File: config.mk
export PLATFORM = sky130hd
export DESIGN_NAME = pic_instr_sequencer
export DESIGN_NICKNAME = d
export VERILOG_FILES = /design/src/rtl/pic_instr_sequencer.sv
export SDC_FILE = /design/constraint.sdc
export NUM_CORES = 1
export LEC_CHECK = 0
export ABC_AREA = 1
export ABC_CLOCK_PERIOD_IN_PS = 1810
export BUFFER_PORTS_ARGS = -buffer_cell sky130_fd_sc_hd__buf_2
export CORE_ASPECT_RATIO = 1.25
export CORE_MARGIN = 4
export CORE_UTILIZATION = 40
export DETAILED_ROUTE_END_ITERATION = 8
export PLACE_DENSITY = 0.82
export SLEW_MARGIN = 20
export SYNTH_ARGS = -nofsm -noshare
export SYNTH_HDL_FRONTEND = slang
export SYNTH_SLANG_ARGS = --single-unit
File: constraint.sdc
create_clock -name clk -period 1.81 [get_ports clk]
set_input_delay 0.181 -clock clk [delete_from_list [all_inputs] [get_ports clk]]
set_output_delay 0.181 -clock clk [all_outputs]
set_load 0.02 [all_outputs]
File: src/rtl/pic_instr_sequencer.sv
// pic_instr_sequencer: PIC16 instruction register, Q1-Q4 phase sequencing and decode to ALU/PC/stack controls
module pic_instr_sequencer #(
  parameter int PC_W    = 11,
  parameter int FADDR_W = 7
) (
  input  logic               clk,
  input  logic               rst_n,
  input  logic [13:0]        instr_in,
  input  logic               alu_out_z,
  input  logic               alu_bit_test_res,
  output logic [1:0]         q_phase,
  output logic [13:0]        ir,
  output logic [3:0]         alu_op,
  output logic               alu_d,
  output logic               alu_d_wr_en,
  output logic               alu_status_wr_en,
  output logic               lit_sel,
  output logic [7:0]         literal,
  output logic [FADDR_W-1:0] f_addr,
  output logic [2:0]         bit_sel,
  output logic               bit_set_en,
  output logic               bit_clr_en,
  output logic               pc_inc,
  output logic               pc_load,
  output logic [PC_W-1:0]    pc_load_val,
  output logic               stack_push,
  output logic               stack_pop,
  output logic               illegal_instr
);
  localparam logic [3:0] OP_ADD = 4'd0, OP_SUB = 4'd1, OP_AND = 4'd2, OP_IOR = 4'd3,
                         OP_XOR = 4'd4, OP_COM = 4'd5, OP_DEC = 4'd6, OP_INC = 4'd7,
                         OP_PLF = 4'd8, OP_PW = 4'd9, OP_RLF = 4'd10, OP_RRF = 4'd11,
                         OP_SWP = 4'd12, OP_CLR = 4'd13;
  localparam logic [1:0] Q1 = 2'd0, Q4 = 2'd3;
  logic [1:0]  q_q, q_d;
  logic [13:0] ir_q, ir_d;
  logic        flush_q, flush_d;
  logic [3:0]  op;
  logic        d, ls, bw, wr, st, skz, bset, bclr, btc, bts, push, pop, ld, fl, ill, q4;
  always_comb begin
    op = OP_ADD; d = 1'b0; ls = 1'b0; bw = 1'b0; wr = 1'b0; st = 1'b0; skz = 1'b0;
    bset = 1'b0; bclr = 1'b0; btc = 1'b0; bts = 1'b0; push = 1'b0; pop = 1'b0;
    ld = 1'b0; fl = 1'b0; ill = 1'b0;
    casez (ir_q[13:8])
      6'b000111: begin op = OP_ADD; bw = 1'b1; st = 1'b1; end
      6'b000101: begin op = OP_AND; bw = 1'b1; st = 1'b1; end
      6'b000010: begin op = OP_SUB; bw = 1'b1; st = 1'b1; end
      6'b000100: begin op = OP_IOR; bw = 1'b1; st = 1'b1; end
      6'b000110: begin op = OP_XOR; bw = 1'b1; st = 1'b1; end
      6'b001001: begin op = OP_COM; bw = 1'b1; st = 1'b1; end
      6'b000011: begin op = OP_DEC; bw = 1'b1; st = 1'b1; end
      6'b001010: begin op = OP_INC; bw = 1'b1; st = 1'b1; end
      6'b001000: begin op = OP_PLF; bw = 1'b1; st = 1'b1; end
      6'b001101: begin op = OP_RLF; bw = 1'b1; end
      6'b001100: begin op = OP_RRF; bw = 1'b1; end
      6'b001110: begin op = OP_SWP; bw = 1'b1; end
      6'b001011: begin op = OP_DEC; bw = 1'b1; skz = 1'b1; end
      6'b001111: begin op = OP_INC; bw = 1'b1; skz = 1'b1; end
      6'b000001: begin op = OP_CLR; d = ir_q[7]; wr = 1'b1; st = 1'b1; end
      6'b000000:
        if (ir_q[7]) begin
          op = OP_PW; d = 1'b1; wr = 1'b1;
        end else if (ir_q[6:0] == 7'h08 || ir_q[6:0] == 7'h09) begin
          pop = 1'b1; fl = 1'b1;
        end else begin
          ill = !(ir_q[6] == 1'b0 && ir_q[3:0] == 4'h0) && ir_q[6:0] != 7'h63 && ir_q[6:0] != 7'h64;
        end
      6'b0100??: bclr = 1'b1;
      6'b0101??: bset = 1'b1;
      6'b0110??: btc = 1'b1;
      6'b0111??: bts = 1'b1;
      6'b100???: begin push = 1'b1; ld = 1'b1; fl = 1'b1; end
      6'b101???: begin ld = 1'b1; fl = 1'b1; end
      6'b1100??: begin op = OP_PLF; ls = 1'b1; wr = 1'b1; end
      6'b1101??: begin op = OP_PLF; ls = 1'b1; wr = 1'b1; pop = 1'b1; fl = 1'b1; end
      6'b111000: begin op = OP_IOR; ls = 1'b1; wr = 1'b1; st = 1'b1; end
      6'b111001: begin op = OP_AND; ls = 1'b1; wr = 1'b1; st = 1'b1; end
      6'b111010: begin op = OP_XOR; ls = 1'b1; wr = 1'b1; st = 1'b1; end
      6'b11110?: begin op = OP_SUB; ls = 1'b1; wr = 1'b1; st = 1'b1; end
      6'b11111?: begin op = OP_ADD; ls = 1'b1; wr = 1'b1; st = 1'b1; end
      default:   ill = 1'b1;
    endcase
    if (bw) begin
      d = ir_q[7];
      wr = 1'b1;
    end
  end
  assign q4      = q_q == Q4;
  assign q_d     = q_q + 2'd1;
  assign ir_d    = (q_q == Q1) ? (flush_q ? 14'h0000 : instr_in) : ir_q;
  assign flush_d = (q_q == Q1) ? 1'b0 :
                   (q4 && (fl || (skz && alu_out_z) || (btc && !alu_bit_test_res) || (bts && alu_bit_test_res))) ? 1'b1 :
                   flush_q;
  always_ff @(posedge clk or negedge rst_n) begin
    if (!rst_n) begin
      q_q     <= Q1;
      ir_q    <= 14'h0000;
      flush_q <= 1'b1;
    end else begin
      q_q     <= q_d;
      ir_q    <= ir_d;
      flush_q <= flush_d;
    end
  end
  assign q_phase          = q_q;
  assign ir               = ir_q;
  assign alu_op           = op;
  assign alu_d            = d;
  assign lit_sel          = ls;
  assign literal          = ir_q[7:0];
  assign f_addr           = ir_q[FADDR_W-1:0];
  assign bit_sel          = ir_q[9:7];
  assign pc_load_val      = ir_q[PC_W-1:0];
  assign alu_d_wr_en      = q4 && wr;
  assign alu_status_wr_en = q4 && st;
  assign bit_set_en       = q4 && bset;
  assign bit_clr_en       = q4 && bclr;
  assign pc_load          = q4 && ld;
  assign stack_push       = q4 && push;
  assign stack_pop        = q4 && pop;
  assign illegal_instr    = q4 && ill;
  assign pc_inc           = rst_n && q_q == Q1;
endmodule
# Word level (Yosys, flattened, before mapping)
# Cells that the tools add are included.
# word_totals
regBits	17
latchBits	0
ramBits	0
romBits	0
input_bits	18
out_inout_bits	60
elab_cells	106
mem_count	0
# classes
addsub	1
multipliers	0
div_mod_pow	0
order_cmp	0
eq_ne	33
shifts	0
muxes	27
bitwise_logic	1
n_reduce_logical	41
# op_table
cell	n
4-bit case mux with 13 select lines	1
6-bit by 4-bit equality test with 1-bit output (second input constant)	8
28-bit OR reduction	1
6-bit by 3-bit equality test with 1-bit output (second input constant)	4
1-bit two-way mux	19
6-bit equality test (second input constant)	3
4-bit by 3-bit equality test with 1-bit output (second input constant)	4
1-bit logical AND	16
2-bit OR reduction	8
15-bit OR reduction	1
7-bit by 4-bit equality test with 1-bit output (second input constant)	2
14-bit two-way mux	1
7-bit != test (second input constant)	2
14-bit OR reduction	1
6-bit by 2-bit equality test with 1-bit output (second input constant)	2
5-bit equality test (second input constant)	2
1-bit case mux with 2 select lines	5
4-bit equality test (second input constant)	2
8-bit OR reduction	1
7-bit OR reduction	1
3-bit equality test (second input constant)	2
6-bit by 1-bit equality test with 1-bit output (second input constant)	1
6-bit logical NOT	1
3-bit OR reduction	2
9 further kinds	13

# Depth between registers and ports, before layout
# depth
word_depth	11
ltp_mapped	10
depth_no_buf	10

# Worst setup path after synthesis
# Ideal clock, no wire load.
# synth_timing
path_kind	reg2out
start	register ir_q[9], in the netlist ir[9]
end	output alu_d_wr_en
t_arrival_ns	1.563
required_ns	1.629
slack_ns	0.066
path_stages_with_launch	8
path_buffers	0
cell_sequence	dfrtp_1 -> nor2_2 -> nand3_1 -> nor2_1 -> inv_1 -> nand2_1 -> nor2_1 -> a21oi_1
# synth_via
elab_chain_cells	5
word_cells_on_any_way	27
cone_classes	20 x eq/ne; 3 x mux; 4 x reduce/logical
# synth_rtl
item	line_no	text
start: declaration	36	logic [13:0] ir_q, ir_d;
start signal: assignment	101	ir_q <= ir_d;
6-bit equality test (tied with other cells)	44	casez (ir_q[13:8])
8-bit OR reduction (no line) / 14-bit OR reduction (equally long branches)	--	
1-bit case mux with 2 select lines / 1-bit two-way mux (equally long branches)	44	
1-bit two-way mux *	83	if (bw) begin
1-bit logical AND *	114	assign alu_d_wr_en = q4 && wr;
end: declaration	15	output logic alu_d_wr_en,
# Mark *: on every way between the ends. The rest lies on a longest branch, timed or not.

# Final worst setup path
# Same ends and word-level chain as after synthesis.

==> impl_metrics.py <==
metrics = {
    "grt": {
        "grt_max_degree": 18,
        "antenna_found_initial": 0,
        "grt_pass1_wl_um": 7860,
        "overflow": 0,
        "grt_pass1_vias": 1752,
        "grtUsageTotal": 0.192,
    },
    "synthesis": {
        "yosys.area.top_type": "dfrtp_1",
        "synth_top_area_share": 0.255,
        "synthDistinctLibCells": 21,
        "syn-num-nets": 269,
        "syn_inst": 249,
        "avgSynthCellArea_um2": 6.31,
        "ys_ff_latch": 17,
        "yosys_warnings": 0,
        "yosysSeqAreaShare": 0.272,
        "syn_area_um2": 1570,
        "ys_top_cells_by_area": "dfrtp_1 (25%), buf_4 (14%), nand2_1 (13%)",
    },
    "worst_setup_path": {
        "crit_arrival_ns": 1.76,
        "critPathBufInv": 2,
        "cp.required_ns": 1.63,
        "crit_path_top_delay_cell": "dfrtp_2",
        "worstSetupPathDepth": 9,
        "r2r_start": "ir[12]",
        "max_stage_delay_ns": 0.48,
        "r2r_slack_ns": 0.42,
        "cp-end-kind": "output pin",
        "cp-start-kind": "flop",
        "worst-r2r-cell-count": 9,
        "cp_top_family": "simple AND/OR/NAND/NOR gates",
        "rr_endpoint": "flush_q",
        "crit_start": "ir[9]",
        "cp_max_fo": 6,
        "worstPathCellList": "buf_6 -> nor2_4 -> nand3_2 -> nand2_2 -> nor2_2 -> nand2_1 -> nor2_1 -> a21oi_1 -> buf_4",
        "path_class": "flop to output pin",
    },
    "clock_network": {
        "htreeDepth": 1,
        "cts_tree": "built",
        "cts-root-buf": "clkbuf_8",
        "cts.sinks": 17,
        "path_clk_slew_ns": 0.07,
        "cts-buffers-inserted": 3,
        "clk_latency_ns": 0.26,
        "clockBufferDepth": 2,
    },
    "sta": {
        "max_freq_mhz": 514,
        "rsz0062_at_grt": "true",
        "fin_hold_ws_ns": 0.139,
        "final.period_utilization": 1.07,
        "finalWorstSetupSlack_ns": -0.134,
        "post-route-min-period_ns": 1.94,
        "setup_viol": 7,
        "max-slew-margin-rel": 0.700,
        "drv_slew": 0,
        "hold_viol": 0,
        "fin_skew_ns": 0.00674,
        "tightest_slew_ns": 0.449,
    },
    "finish": {
        "ff_latch_area_um2": 432,
        "n_fill_cell": 358,
        "multiInputGateArea_um2": 892,
        "mostFrequentLayoutCell": "buf_2",
        "final_core_util": 0.591,
        "num_antenna_cells": 0,
        "syn_to_final_growth_pct": 42.4,
        "fin_cells": 380,
        "final_layout_size_suffix_gt1_frac": 0.488,
        "nNetsFinal": 347,
        "mostFrequentLayoutCells": "buf_2 (73), nand2_1 (43), nand3_1 (33)",
    },
    "placement": {
        "hpwl_um": 3600,
        "pre_cts_ws_ns": 0.0770,
        "numPortBuffers": 77,
        "gp_congestion": 0.887,
        "placedCellCount": 355,
    },
    "run_status": {
        "violations": "setup timing",
        "status": "finished, violations left",
    },
    "detailed_routing": {
        "via_per_inst": 4.85,
        "ant_nets": 0,
        "dr.pass1.iters": 4,
        "first_iter_violations": 83,
        "num_vias": 1842,
        "drt-total-wl_um": 4900,
        "avgRoutedWirePerCell_um": 12.9,
        "drc_errors": 0,
    },
    "min_path": {
        "holdPathEnd": "ir[1]",
        "holdCritStartpoint": "instr_in[1]",
        "min_path_cells": 3,
        "min_path_type": "primary input to flop",
    },
    "floorplan": {
        "fp.dieH_um": 78.1,
        "core_area_um2": 3780,
        "rows": 25,
        "die_x_um": 64.0,
        "die_area_um2": 5000,
        "start_util": 0.415,
        "io-pin-count": 78,
    },
    "power": {
        "p_comb_frac": 0.574,
        "ir_drop_mv": 0.439,
        "p_seq_frac": 0.274,
        "power.total_mw": 1.92,
        "internal_power_mw": 1.01,
        "p_leak_nw": 1.28,
        "switchingPower_uw": 911,
        "clkPwrFrac": 0.152,
        "powerDensity_nw_per_um2": 859,
        "p_sw_frac": 0.475,
    },
    "job": {
        "maxCapViolations": 0,
    },
}
[layer usage]
metal / GRT usage / share of wire / vias to the layer above / routed length, um
met5: 0 / 0 / - / 0
met1: 0.213 / 0.38 / 845 / 1850
li1: - / - / 915 / -
met3: 0.0215 / 0.048 / 17 / 237
met4: 0.0864 / 0.026 / 0 / 125
met2: 0.361 / 0.55 / 65 / 2680
[stage by stage]
step / area [um^2] / TNS [ns]
final: 2240 / -0.355
after global routing: 2240 / -1.40
after CTS: 2120 / -0.0829
after detailed placement: 1850 / 0
after global placement: 1850 / 0
after floorplan: 1570 / 0
[Yosys cell counts (all sizes together)]
| cell | count |
|---|---|
| nand2 | 54 |
| nand3 | 41 |
| nor2 | 38 |
| inv | 33 |
| buf | 31 |
| o21ai | 18 |
| dfrtp | 16 |
| nor3 | 5 |
| clkbuf | 4 |
| a21oi | 2 |
| ha | 2 |
| a31oi | 1 |
| dfstp | 1 |
| nor3b | 1 |
| nor4 | 1 |
| o211a | 1 |
[power by group through the flow]
| stage | registers [mW] | logic, mW | clock network (mW) |
|---|---|---|---|
| final | 0.526 | 1.10 | 0.292 |
| after global routing | 0.542 | 1.19 | 0.311 |
| after CTS | 0.520 | 1.01 | 0.299 |
| after detailed placement | 0.527 | 0.861 | 0 |
| after global placement | 0.522 | 0.861 | 0 |
| after floorplan | 0.578 | 0.639 | 0 |
[cells by family after synthesis]
logic type / count (synthesis) / share of synthesized area
compound gates: 22 / 0.0741
buf+inv: 68 / 0.239
fa+ha+maj: 2 / 0.0159
flops: 17 / 0.272
simple gates: 140 / 0.399
[what timing repair did]
action / CTS / global route
setup buffers: 16 / 4
hold endpoints to repair: 16 / 0
gates resized for setup: 37 / 25
pin swaps: 8 / 11
hold buffers: 1 / 0
endpoints found under the setup margin: 9 / 9
[state kept, by name, indices dropped and copies added (netlist names)]
signal and cells:
ir 14, flush_q 1, q_phase 2
[worst reg2reg max path: cells and delay by family, from the launching register on]
| kind | cells | cell delay, ns |
|---|---|---|
| flip-flops | 1 | 0.42 |
| buffers and inverters | 1 | 0.05 |
| AND/OR/NAND/NOR | 8 | 0.88 |
[layout make-up]
type                    instances  area share
multi-input cells             164       0.399
repair buffers                108       0.297
flip-flops and latches         17       0.193
inverters                      33      0.0588
well taps                      54      0.0302
clock buffers                   3      0.0185
clock inverters                 1     0.00336
[worst max path at each step]
| stage | end | slack (ns) |
|---|---|---|
| floorplan | alu_d_wr_en | 0.07 |
| global placement | alu_d_wr_en | 0.08 |
| detailed placement | alu_d_wr_en | 0.08 |
| CTS | illegal_instr | -0.04 |
| global route | alu_d_wr_en | -0.21 |
| finish | alu_d_wr_en | -0.13 |
(Power assumes the default switching activity.)
